## src/rtl/pixel_deser.sv

```systemverilog
// pixel_deser: capture side of the MDA pixel serializer.
// Samples one pixel per pixclk, uses hsync/vsync to find the active area,
// rebuilds each 9-pixel character cell (8-bit row byte + 9th column bit)
// tagged with column/row, and hands cells downstream over valid/ready.
// Optional feature macro: BOX_DUP_CHECK_EN adds the box_mismatch output,
// flagging cells whose 9th column is not a copy of pixel 7.
module pixel_deser #(
  parameter int H_CHARS     = 80,
  parameter int H_BACKPORCH = 15,
  parameter int V_LINES     = 350,
  parameter int V_BACKPORCH = 4
) (
  input  logic       pixclk,
  input  logic       rst,
  input  logic       pix_in,
  input  logic       hsync,
  input  logic       vsync,
  output logic [7:0] out_line,
  output logic       out_col9,
  output logic [6:0] out_col,
  output logic [8:0] out_row,
  output logic       out_sof,
  output logic       out_valid,
`ifdef BOX_DUP_CHECK_EN
  output logic       box_mismatch,
`endif
  input  logic       out_ready,
  output logic       err_overflow,
  output logic       err_short
);

  typedef enum logic [2:0] {
    IDLE,
    VBP,
    WAIT_H,
    HBP,
    ACTIVE,
    LINE_END
  } state_t;

  // Sized copies of the geometry so every compare is width-matched.
  localparam logic [6:0]  LAST_COL  = 7'(H_CHARS - 1);
  localparam logic [9:0]  ROW_LIMIT = 10'(V_LINES);
  localparam logic [15:0] SKIP_LAST = 16'(V_BACKPORCH);
  localparam logic [15:0] HBP_LAST  = (H_BACKPORCH > 1) ? 16'(H_BACKPORCH - 1) : 16'd0;

  state_t      state_q, state_d;
  logic        hs_dly_q, vs_dly_q;
  logic [15:0] skip_q, skip_d;
  logic [15:0] hbp_q, hbp_d;
  logic [3:0]  pix_cnt_q, pix_cnt_d;
  logic [6:0]  col_q, col_d;
  logic [9:0]  row_q, row_d;
  logic [7:0]  shift_q, shift_d;

  logic [7:0]  out_line_q, out_line_d;
  logic        out_col9_q, out_col9_d;
  logic [6:0]  out_col_q, out_col_d;
  logic [8:0]  out_row_q, out_row_d;
  logic        out_sof_q, out_sof_d;
  logic        out_valid_q, out_valid_d;
  logic        err_overflow_q, err_overflow_d;
  logic        err_short_q, err_short_d;

  logic        hs_fall, hs_rise, vs_fall, vs_rise;
  logic        line_go;
  logic        short_hit;
  logic        cell_done;
  logic        cell_col9;
  logic        transfer;

  // Sync edges are judged against the previous cycle's level, in the same
  // cycle the raw input changes.
  always_comb begin
    hs_fall = hs_dly_q & ~hsync;
    hs_rise = ~hs_dly_q & hsync;
    vs_fall = vs_dly_q & ~vsync;
    vs_rise = ~vs_dly_q & vsync;
  end

  // Frame/line sequencing: back porches, pixel capture, cell completion.
  always_comb begin
    state_d   = state_q;
    skip_d    = skip_q;
    hbp_d     = hbp_q;
    pix_cnt_d = pix_cnt_q;
    col_d     = col_q;
    row_d     = row_q;
    shift_d   = shift_q;
    line_go   = 1'b0;
    short_hit = 1'b0;
    cell_done = 1'b0;
    cell_col9 = 1'b0;

    case (state_q)
      IDLE: begin
        if (vs_fall) begin
          state_d   = VBP;
          row_d     = 10'd0;
          skip_d    = 16'd0;
          col_d     = 7'd0;
          pix_cnt_d = 4'd0;
        end
      end
      VBP: begin
        if (hs_fall) begin
          if (skip_q == SKIP_LAST) begin
            line_go = 1'b1;
          end else begin
            skip_d = skip_q + 16'd1;
          end
        end
      end
      WAIT_H: begin
        if (hs_fall) begin
          if (row_q < ROW_LIMIT) begin
            line_go = 1'b1;
          end else begin
            state_d = IDLE;
          end
        end
      end
      HBP: begin
        if (hs_rise) begin
          short_hit = 1'b1;
        end else if (hbp_q == HBP_LAST) begin
          state_d = ACTIVE;
        end else begin
          hbp_d = hbp_q + 16'd1;
        end
      end
      ACTIVE: begin
        if (hs_rise) begin
          short_hit = 1'b1;
        end else if (pix_cnt_q == 4'd8) begin
          cell_done = 1'b1;
          cell_col9 = pix_in;
          pix_cnt_d = 4'd0;
          if (col_q == LAST_COL) begin
            state_d = LINE_END;
            col_d   = 7'd0;
          end else begin
            col_d = col_q + 7'd1;
          end
        end else begin
          shift_d[pix_cnt_q[2:0]] = pix_in;
          pix_cnt_d               = pix_cnt_q + 4'd1;
        end
      end
      LINE_END: begin
        row_d   = row_q + 10'd1;
        state_d = WAIT_H;
      end
      default: begin
        state_d = IDLE;
      end
    endcase

    // The hsync-fall cycle counts as back-porch cycle 0; with no back porch
    // that very cycle already carries pixel 0.
    if (line_go) begin
      col_d     = 7'd0;
      pix_cnt_d = 4'd0;
      hbp_d     = 16'd1;
      shift_d   = 8'd0;
      if (H_BACKPORCH == 0) begin
        shift_d[0] = pix_in;
        pix_cnt_d  = 4'd1;
        state_d    = ACTIVE;
      end else if (H_BACKPORCH == 1) begin
        state_d = ACTIVE;
      end else begin
        state_d = HBP;
      end
    end

    // A premature hsync drops the partial cell and moves on to the next line.
    if (short_hit) begin
      state_d   = WAIT_H;
      row_d     = row_q + 10'd1;
      col_d     = 7'd0;
      pix_cnt_d = 4'd0;
    end

    // vsync rising outranks everything else and abandons the frame.
    if ((state_q != IDLE) && vs_rise) begin
      state_d   = IDLE;
      col_d     = 7'd0;
      pix_cnt_d = 4'd0;
      row_d     = row_q;
      cell_done = 1'b0;
      short_hit = 1'b0;
    end
  end

  // Single holding register for completed cells plus the sticky error flags.
  always_comb begin
    out_line_d     = out_line_q;
    out_col9_d     = out_col9_q;
    out_col_d      = out_col_q;
    out_row_d      = out_row_q;
    out_sof_d      = out_sof_q;
    out_valid_d    = out_valid_q;
    err_overflow_d = err_overflow_q;
    err_short_d    = err_short_q;
    transfer       = out_valid_q & out_ready;

    if (cell_done) begin
      if (!out_valid_q || transfer) begin
        out_line_d  = shift_q;
        out_col9_d  = cell_col9;
        out_col_d   = col_q;
        out_row_d   = row_q[8:0];
        out_sof_d   = (col_q == 7'd0) && (row_q == 10'd0);
        out_valid_d = 1'b1;
      end else begin
        err_overflow_d = 1'b1;
      end
    end else if (transfer) begin
      out_valid_d = 1'b0;
    end

    if (short_hit) begin
      err_short_d = 1'b1;
    end
  end

  // Capture-side state, counters and sync history.
  always_ff @(posedge pixclk) begin
    if (rst) begin
      state_q   <= IDLE;
      hs_dly_q  <= 1'b0;
      vs_dly_q  <= 1'b0;
      skip_q    <= 16'd0;
      hbp_q     <= 16'd0;
      pix_cnt_q <= 4'd0;
      col_q     <= 7'd0;
      row_q     <= 10'd0;
      shift_q   <= 8'd0;
    end else begin
      state_q   <= state_d;
      hs_dly_q  <= hsync;
      vs_dly_q  <= vsync;
      skip_q    <= skip_d;
      hbp_q     <= hbp_d;
      pix_cnt_q <= pix_cnt_d;
      col_q     <= col_d;
      row_q     <= row_d;
      shift_q   <= shift_d;
    end
  end

  // Output holding register and sticky errors.
  always_ff @(posedge pixclk) begin
    if (rst) begin
      out_line_q     <= 8'd0;
      out_col9_q     <= 1'b0;
      out_col_q      <= 7'd0;
      out_row_q      <= 9'd0;
      out_sof_q      <= 1'b0;
      out_valid_q    <= 1'b0;
      err_overflow_q <= 1'b0;
      err_short_q    <= 1'b0;
    end else begin
      out_line_q     <= out_line_d;
      out_col9_q     <= out_col9_d;
      out_col_q      <= out_col_d;
      out_row_q      <= out_row_d;
      out_sof_q      <= out_sof_d;
      out_valid_q    <= out_valid_d;
      err_overflow_q <= err_overflow_d;
      err_short_q    <= err_short_d;
    end
  end

  assign out_line     = out_line_q;
  assign out_col9     = out_col9_q;
  assign out_col      = out_col_q;
  assign out_row      = out_row_q;
  assign out_sof      = out_sof_q;
  assign out_valid    = out_valid_q;
  assign err_overflow = err_overflow_q;
  assign err_short    = err_short_q;

`ifdef BOX_DUP_CHECK_EN
  assign box_mismatch = out_col9_q ^ out_line_q[7];
`endif

endmodule

```

## config.mk

```make
export PLATFORM = sky130hd
export DESIGN_NAME = pixel_deser
export DESIGN_NICKNAME = d
export VERILOG_FILES = /design/src/rtl/pixel_deser.sv
export SDC_FILE = /design/constraint.sdc
export NUM_CORES = 1
export LEC_CHECK = 0
export CAP_MARGIN = 20
export CORE_MARGIN = 2
export CORE_UTILIZATION = 65
export CTS_BUF_LIST = sky130_fd_sc_hd__clkbuf_8
export DETAILED_ROUTE_END_ITERATION = 10
export PLACE_DENSITY = 0.87
export SYNTH_ARGS = -nofsm -noshare
export SYNTH_HDL_FRONTEND = slang
export SYNTH_SLANG_ARGS = --single-unit
export TNS_END_PERCENT = 10
```

## constraint.sdc

```tcl
create_clock -name pixclk -period 3.8 [get_ports pixclk]
set_input_delay 1.14 -clock pixclk [delete_from_list [all_inputs] [get_ports pixclk]]
set_output_delay 1.14 -clock pixclk [all_outputs]
set_load 0.02 [all_outputs]
```

== After elaboration in Yosys (flattened, before gate mapping) ==
Cells that the tools add are included.
Cells by class
  add/subtract/negate cells: 5
  $lt $le $gt $ge: 3
  equal/unequal tests: 41
  muxes and demuxes: 52
  bitwise logic cells: 15
  reductions and logical operators: 32
Operator list (count)
  $mux W16: 3
  $add A16 B1 Y16 const B: 2
  $ne A4 B4 Y1 const B: 8
  $pmux W16 S2: 1
  $ne A3 B3 Y1 const B: 10
  $mux W7: 4
  $reduce_and A9 Y1: 3
  $mux W3: 8
  $ne A2 B2 Y1 const B: 12
  $mux W1: 22
  $mux W10: 2
  $pmux W10 S2: 1
  $pmux W3 S6: 1
  $eq A16 B3 Y1 const B: 1
  $eq A16 B4 Y1 const B: 1
  $reduce_and A3 Y1: 5
  $pmux W7 S2: 1
  $mux W4: 3
  $add A10 B1 Y10 const B: 1
  $logic_not A10 Y1: 1
  $lt A10 B9 Y1 const B: 1
  $not A1 Y1: 10
  $bwmux W8: 1
  $pmux W4 S2: 1
  other kinds (26): 45
Word-level totals
  bits in registers: 95
  bits of input ports: 6

== Depth between registers and ports, before layout ==
  word-level depth: 7
  mapped depth: 9
  depth with buffers taken out: 7

== Least setup slack after synthesis ==
Ideal clock, no wire load.
  path kind: input-to-reg
  start point: in hsync
  end point: reg row_q[3]
  arrival time: 2.359 ns
  path slack: 1.321 ns
  stages: 6
  buffers on the path: 1
  cell sequence: nor2b_1 > o21a_1 > o21ai_2 > buf_2 > o2111ai_1 > nand2_1
On the way
  cells in the longest elaborated chain, start to end: 5
  elaborated cells on any way between the ends: 7
  classes of those cells: eq/ne (1); mux (3); bitwise (1); reduce/logical (2)
RTL lines
  from (decl): RTL line 16  | input logic hsync,
  $and A1 B1 Y1 (*): RTL line 76  | hs_rise = ~hs_dly_q & hsync;
  $mux W1 (*): RTL line 124, 133
  $mux W1 (*)
  $ne A3 B3 Y1 (no line) or $reduce_bool A3 Y1 (tied branches)
  $reduce_and A3 Y1 (no line)
  to (signal assigned): RTL line 248  | row_q <= row_d;
  to (decl): RTL line 53  | logic [9:0] row_q, row_d;
Every way passes the cells marked *; elsewhere a longest branch is shown, timed or not.
A chain may end at the register's enable or synchronous reset.

== Final worst setup path ==
  start point: in hsync
  end point: reg row_q[7]
The elaborated chain is that of the path after synthesis.

==> Flow_metrics.wiki <==
{| class="wikitable"
! Metric !! Value
|-
| Outcome || complete, no violations
|-
| Top area cells in the synthesized netlist || sky130_fd_sc_hd__dfxtp_1 (40%), sky130_fd_sc_hd__nand2_1 (7.1%), sky130_fd_sc_hd__a21oi_1 (6.4%)
|-
| Gate Count Post-Synth || 572
|-
| Critical Path AT || roughly 3300 ps
|-
| I/O pin cnt || 35
|-
| Delay of the slowest cell on the worst path || 610 ps
|-
| Startpoint Class || input port
|-
| Element type at the critical path end || register
|-
| Crit share post-route || 79.41%
|-
| Reg2reg path depth || 7
|-
| Cell with the largest stage delay on the worst path || sky130_fd_sc_hd__nor2b_1
|-
| Number of flops mapped to enable cells by yosys || 0
|-
| Synth top area share || 40.32%
|-
| Cell Count Post-Placement || 680
|-
| # port buffers || 34
|-
| Buffer cell driving the clock tree root || sky130_fd_sc_hd__clkbuf_8
|-
| Antenna Diode Count || 0
|-
| Post-synthesis mux area share || 2.546%
|-
| Classification of the worst-slack hold path || register to register
|-
| WL final || around 11 mm
|-
| Area of the placeable core || 0.007137 mm²
|-
| Final Hold Fails || 0
|-
| Post-detailed-route via-to-cell ratio || 6.101
|-
| Num rows || 31
|-
| Cell type with the highest aggregate area in the netlist || sky130_fd_sc_hd__dfxtp_1
|-
| Clock transition at path regs || roughly 100 ps
|-
| DIE AREA || 0.007954 mm²
|-
| Post-synthesis share of cell area spent on and, or, nand and nor gates || a little under a third
|-
| Data required time at the worst endpoint || 4100 ps
|-
| Least setup slack across all paths after layout || 782.4 ps
|-
| Wirelength per Cell || 15.26 µm
|-
| Origin of the critical flop-to-flop path || skip_q[0]$_SDFFE_PP0P_
|-
| Hold Path Depth || 2
|-
| Via count of the first global-routing pass || approximately 3800
|-
| Number of CTS-inserted buffers || 9
|-
| Skew-Pair Late Insertion Delay || ~370 ps
|-
| Commonest cells in the netlist || sky130_fd_sc_hd__dfxtp_1 (95), sky130_fd_sc_hd__nand2_1 (89), sky130_fd_sc_hd__a21oi_1 (60)
|-
| Sink Count || 95
|-
| Synth Area in Adders || 2.653%
|-
| Initial core utilization || 66.09%
|-
| Final count of negative-setup-slack endpoints || 0
|-
| Worst clock skew || between 8 and 9 ps
|-
| PwrDens || 332.1 mW/mm²
|-
| Share of the synthesized netlist area taken by xor and xnor gates || 2.785%
|-
| Post-Layout Cell Count || 696
|-
| CTS resizes || 0
|-
| RSZ-0062 raised after global routing || no
|-
| YS warnings || 0
|-
| Synth Area in Compound Gates || 16.34%
|-
| Synth-to-Final Area Change || 11.78%
|-
| Die W || about 90 µm
|-
| Die Ht || just under 90 µm
|-
| Count of buffers added by post-CTS timing repair for setup || 0
|-
| Post-Synthesis Mean Instance Area || 8.247 µm²
|-
| Number of routed nets with antenna violations || 0
|-
| Destination of the worst hold path || out_col9$_SDFFE_PP0P_
|-
| Largest buffer count on any clock path || 2
|-
| Maximum level of the CTS H-tree || 3
|-
| Minimum clock period || 3018 ps
|-
| Flops & latches, synth || 95
|-
| Fraction of final layout cells sized beyond drive strength 1 || 6.700%
|-
| Half-perimeter wire length after placement || between 7 and 8 mm
|-
| Sequential area share after synthesis || 40.32%
|-
| Iteration count of the initial detailed-routing pass || 5
|-
| FF-to-FF setup slack || 1460 ps
|-
| Post-route setup TNS || 0 ps
|-
| TritonCTS clock tree || built
|-
| Launch point of the worst hold path || out_col9$_SDFFE_PP0P_
|-
| Cells along the critical path || clkdlybuf4s50_1, nor2b_1, o21a_1, o21ai_2, a2111o_1, o21ai_0
|-
| Standby leakage power || around 1.7 nW
|-
| Leading register cell type out of synthesis || sky130_fd_sc_hd__dfxtp_1
|-
| Worst slack after detailed placement || 412.8 ps
|-
| Cell Area, Placed || 0.005069 mm²
|-
| Number of nets in the synthesized netlist || 588
|-
| Iter 0 DRT Violations || 258
|-
| FF-to-FF End || skip_q[2]$_SDFFE_PP0P_
|-
| Dominant combinational cell family by area after synthesis || simple AND/OR/NAND/NOR gates
|-
| Final weighted congestion of routability-driven global placement || 0.9126
|-
| Reported max-cap violation count || 0
|-
| Count leader, synth || sky130_fd_sc_hd__dfxtp_1
|-
| Actual slew at the worst max-slew pin || 886.6 ps
|-
| Antenna violations before repair || 0
|-
| Cell area after layout || between 0.005 and 0.006 mm²
|-
| Category of the most critical setup path || input port to register
|-
| Post-route DRC violation count || 0
|-
| Pin count of the biggest net entering global routing || 39
|-
| DR vias || 4246
|-
| Share of synthesized flip-flops with an asynchronous set or reset || 0%
|-
| Overall global routing resource usage || 27.08%
|-
| Final count of pins violating max slew || 0
|-
| Relative slew slack || around two fifths
|-
| Number of distinct library cells after synthesis || 66
|-
| First-pass GRT wire length || 17.06 mm
|-
| Area of the mapped netlist || around 0.0047 mm²
|-
| Worst ir drop on vdd || 0.0003616 V
|-
| Post-layout total power || 1.751 mW
|-
| Post-CTS Hold Buffers || 0
|-
| Highest Clock Rate || 0.3314 GHz
|-
| CP max FO || 19
|-
| Nets || 608
|-
| Gr ovfl total || 0
|}
==> cells in the final DEF (no fill, tap or decap), types with 3 or more instances in the layout <==
master / instances
sky130_fd_sc_hd__a2111o_1: 8
sky130_fd_sc_hd__a21oi_1: 60
sky130_fd_sc_hd__and3_1: 10
sky130_fd_sc_hd__and4_1: 6
sky130_fd_sc_hd__buf_4: 5
sky130_fd_sc_hd__clkbuf_8: 9
sky130_fd_sc_hd__clkdlybuf4s50_1: 34
sky130_fd_sc_hd__dfxtp_1: 95
sky130_fd_sc_hd__ha_1: 10
sky130_fd_sc_hd__inv_1: 12
sky130_fd_sc_hd__mux2i_1: 12
sky130_fd_sc_hd__nand2_1: 89
sky130_fd_sc_hd__nand2b_1: 6
sky130_fd_sc_hd__nand3_1: 26
sky130_fd_sc_hd__nand3b_1: 4
sky130_fd_sc_hd__nand4_1: 16
sky130_fd_sc_hd__nand4b_1: 3
sky130_fd_sc_hd__nor2_1: 42
sky130_fd_sc_hd__nor2b_1: 5
sky130_fd_sc_hd__nor3_1: 13
sky130_fd_sc_hd__nor3b_1: 4
sky130_fd_sc_hd__nor4_1: 11
sky130_fd_sc_hd__nor4b_1: 4
sky130_fd_sc_hd__o2111ai_1: 5
sky130_fd_sc_hd__o21a_1: 3
sky130_fd_sc_hd__o21ai_0: 23
sky130_fd_sc_hd__o31ai_1: 3
sky130_fd_sc_hd__or3_1: 15
sky130_fd_sc_hd__xnor2_1: 10
sky130_fd_sc_hd__xor2_1: 5
==> through the flow <==
step	utilization (%)	hold WS [ps]
finish	73.88	462.0
global route	73.88	476.8
CTS	73.88	459.4
detailed placement	71.02	445.7
global placement	71.02	441.8
floorplan	-	431.2
==> worst max-delay path by stage <==
stage | startpoint | slack [ps] | to | depth (start not counted)
6_report | hsync | 780 | row_q[7]$_SDFFE_PP0P_ | 6
5_1_grt | hsync | 690 | row_q[5]$_SDFFE_PP0P_ | 6
4_1_cts | hsync | 790 | row_q[5]$_SDFFE_PP0P_ | 6
3_5_place_dp | hsync | 410 | row_q[5]$_SDFFE_PP0P_ | 6
3_3_place_gp | hsync | 520 | row_q[4]$_SDFFE_PP0P_ | 6
2_1_floorplan | hsync | 1320 | row_q[3]$_SDFFE_PP0P_ | 6
==> report_power, final <==
group          switching [mW]  internal [mW]  leakage, nW
Combinational          0.0424         0.0175        0.813
Sequential            0.00482          0.997        0.765
Clock                   0.376          0.313        0.102
==> layer usage <==
metal | wire length [µm] | global-route usage [%]
met1 | 4682 | 34.22
met2 | 5320 | 46.33
met3 | 473 | 6.187
met4 | 143 | 7.870
met5 | 0 | 0
==> worst max-delay path: cells and delay by family <==
kind | cells | cell delay (ps)
AO/OA/AOI/OAI | 4 | 1020
buffers and inverters | 1 | 530
AND/OR/NAND/NOR | 1 | 610
==> cell families (layout without fill, tap and decap cells) <==
family	Yosys count	in the layout
AND/OR/NAND/NOR	277	277
AO/OA/AOI/OAI	120	120
flip-flops	95	95
buffers and inverters	43	68
XOR/XNOR	15	15
multiplexers	12	12
adder cells (fa/ha/maj)	10	10
==> cell type report <==
class | instances | area (µm²)
Clock buffer | 9 | 123.9
Clock inverter | 7 | 80.08
Fill cell | 550 | 1864
Inverter | 13 | 48.80
Multi-Input combinational cell | 434 | 2616
Sequential cell | 95 | 1902
Tap cell | 99 | 123.9
Timing Repair Buffer | 39 | 377.9
==> state kept, by name (all words and copies together) (netlist names), 3 cells and up <==
| register | flops |
|---|---|
| col_q | 7 |
| hbp_q | 16 |
| out_col | 7 |
| out_line | 8 |
| out_row | 9 |
| pix_cnt_q | 4 |
| row_q | 10 |
| shift_q | 8 |
| skip_q | 16 |
| state_q | 3 |
No activity file was read; power rests on OpenSTA's default activity.
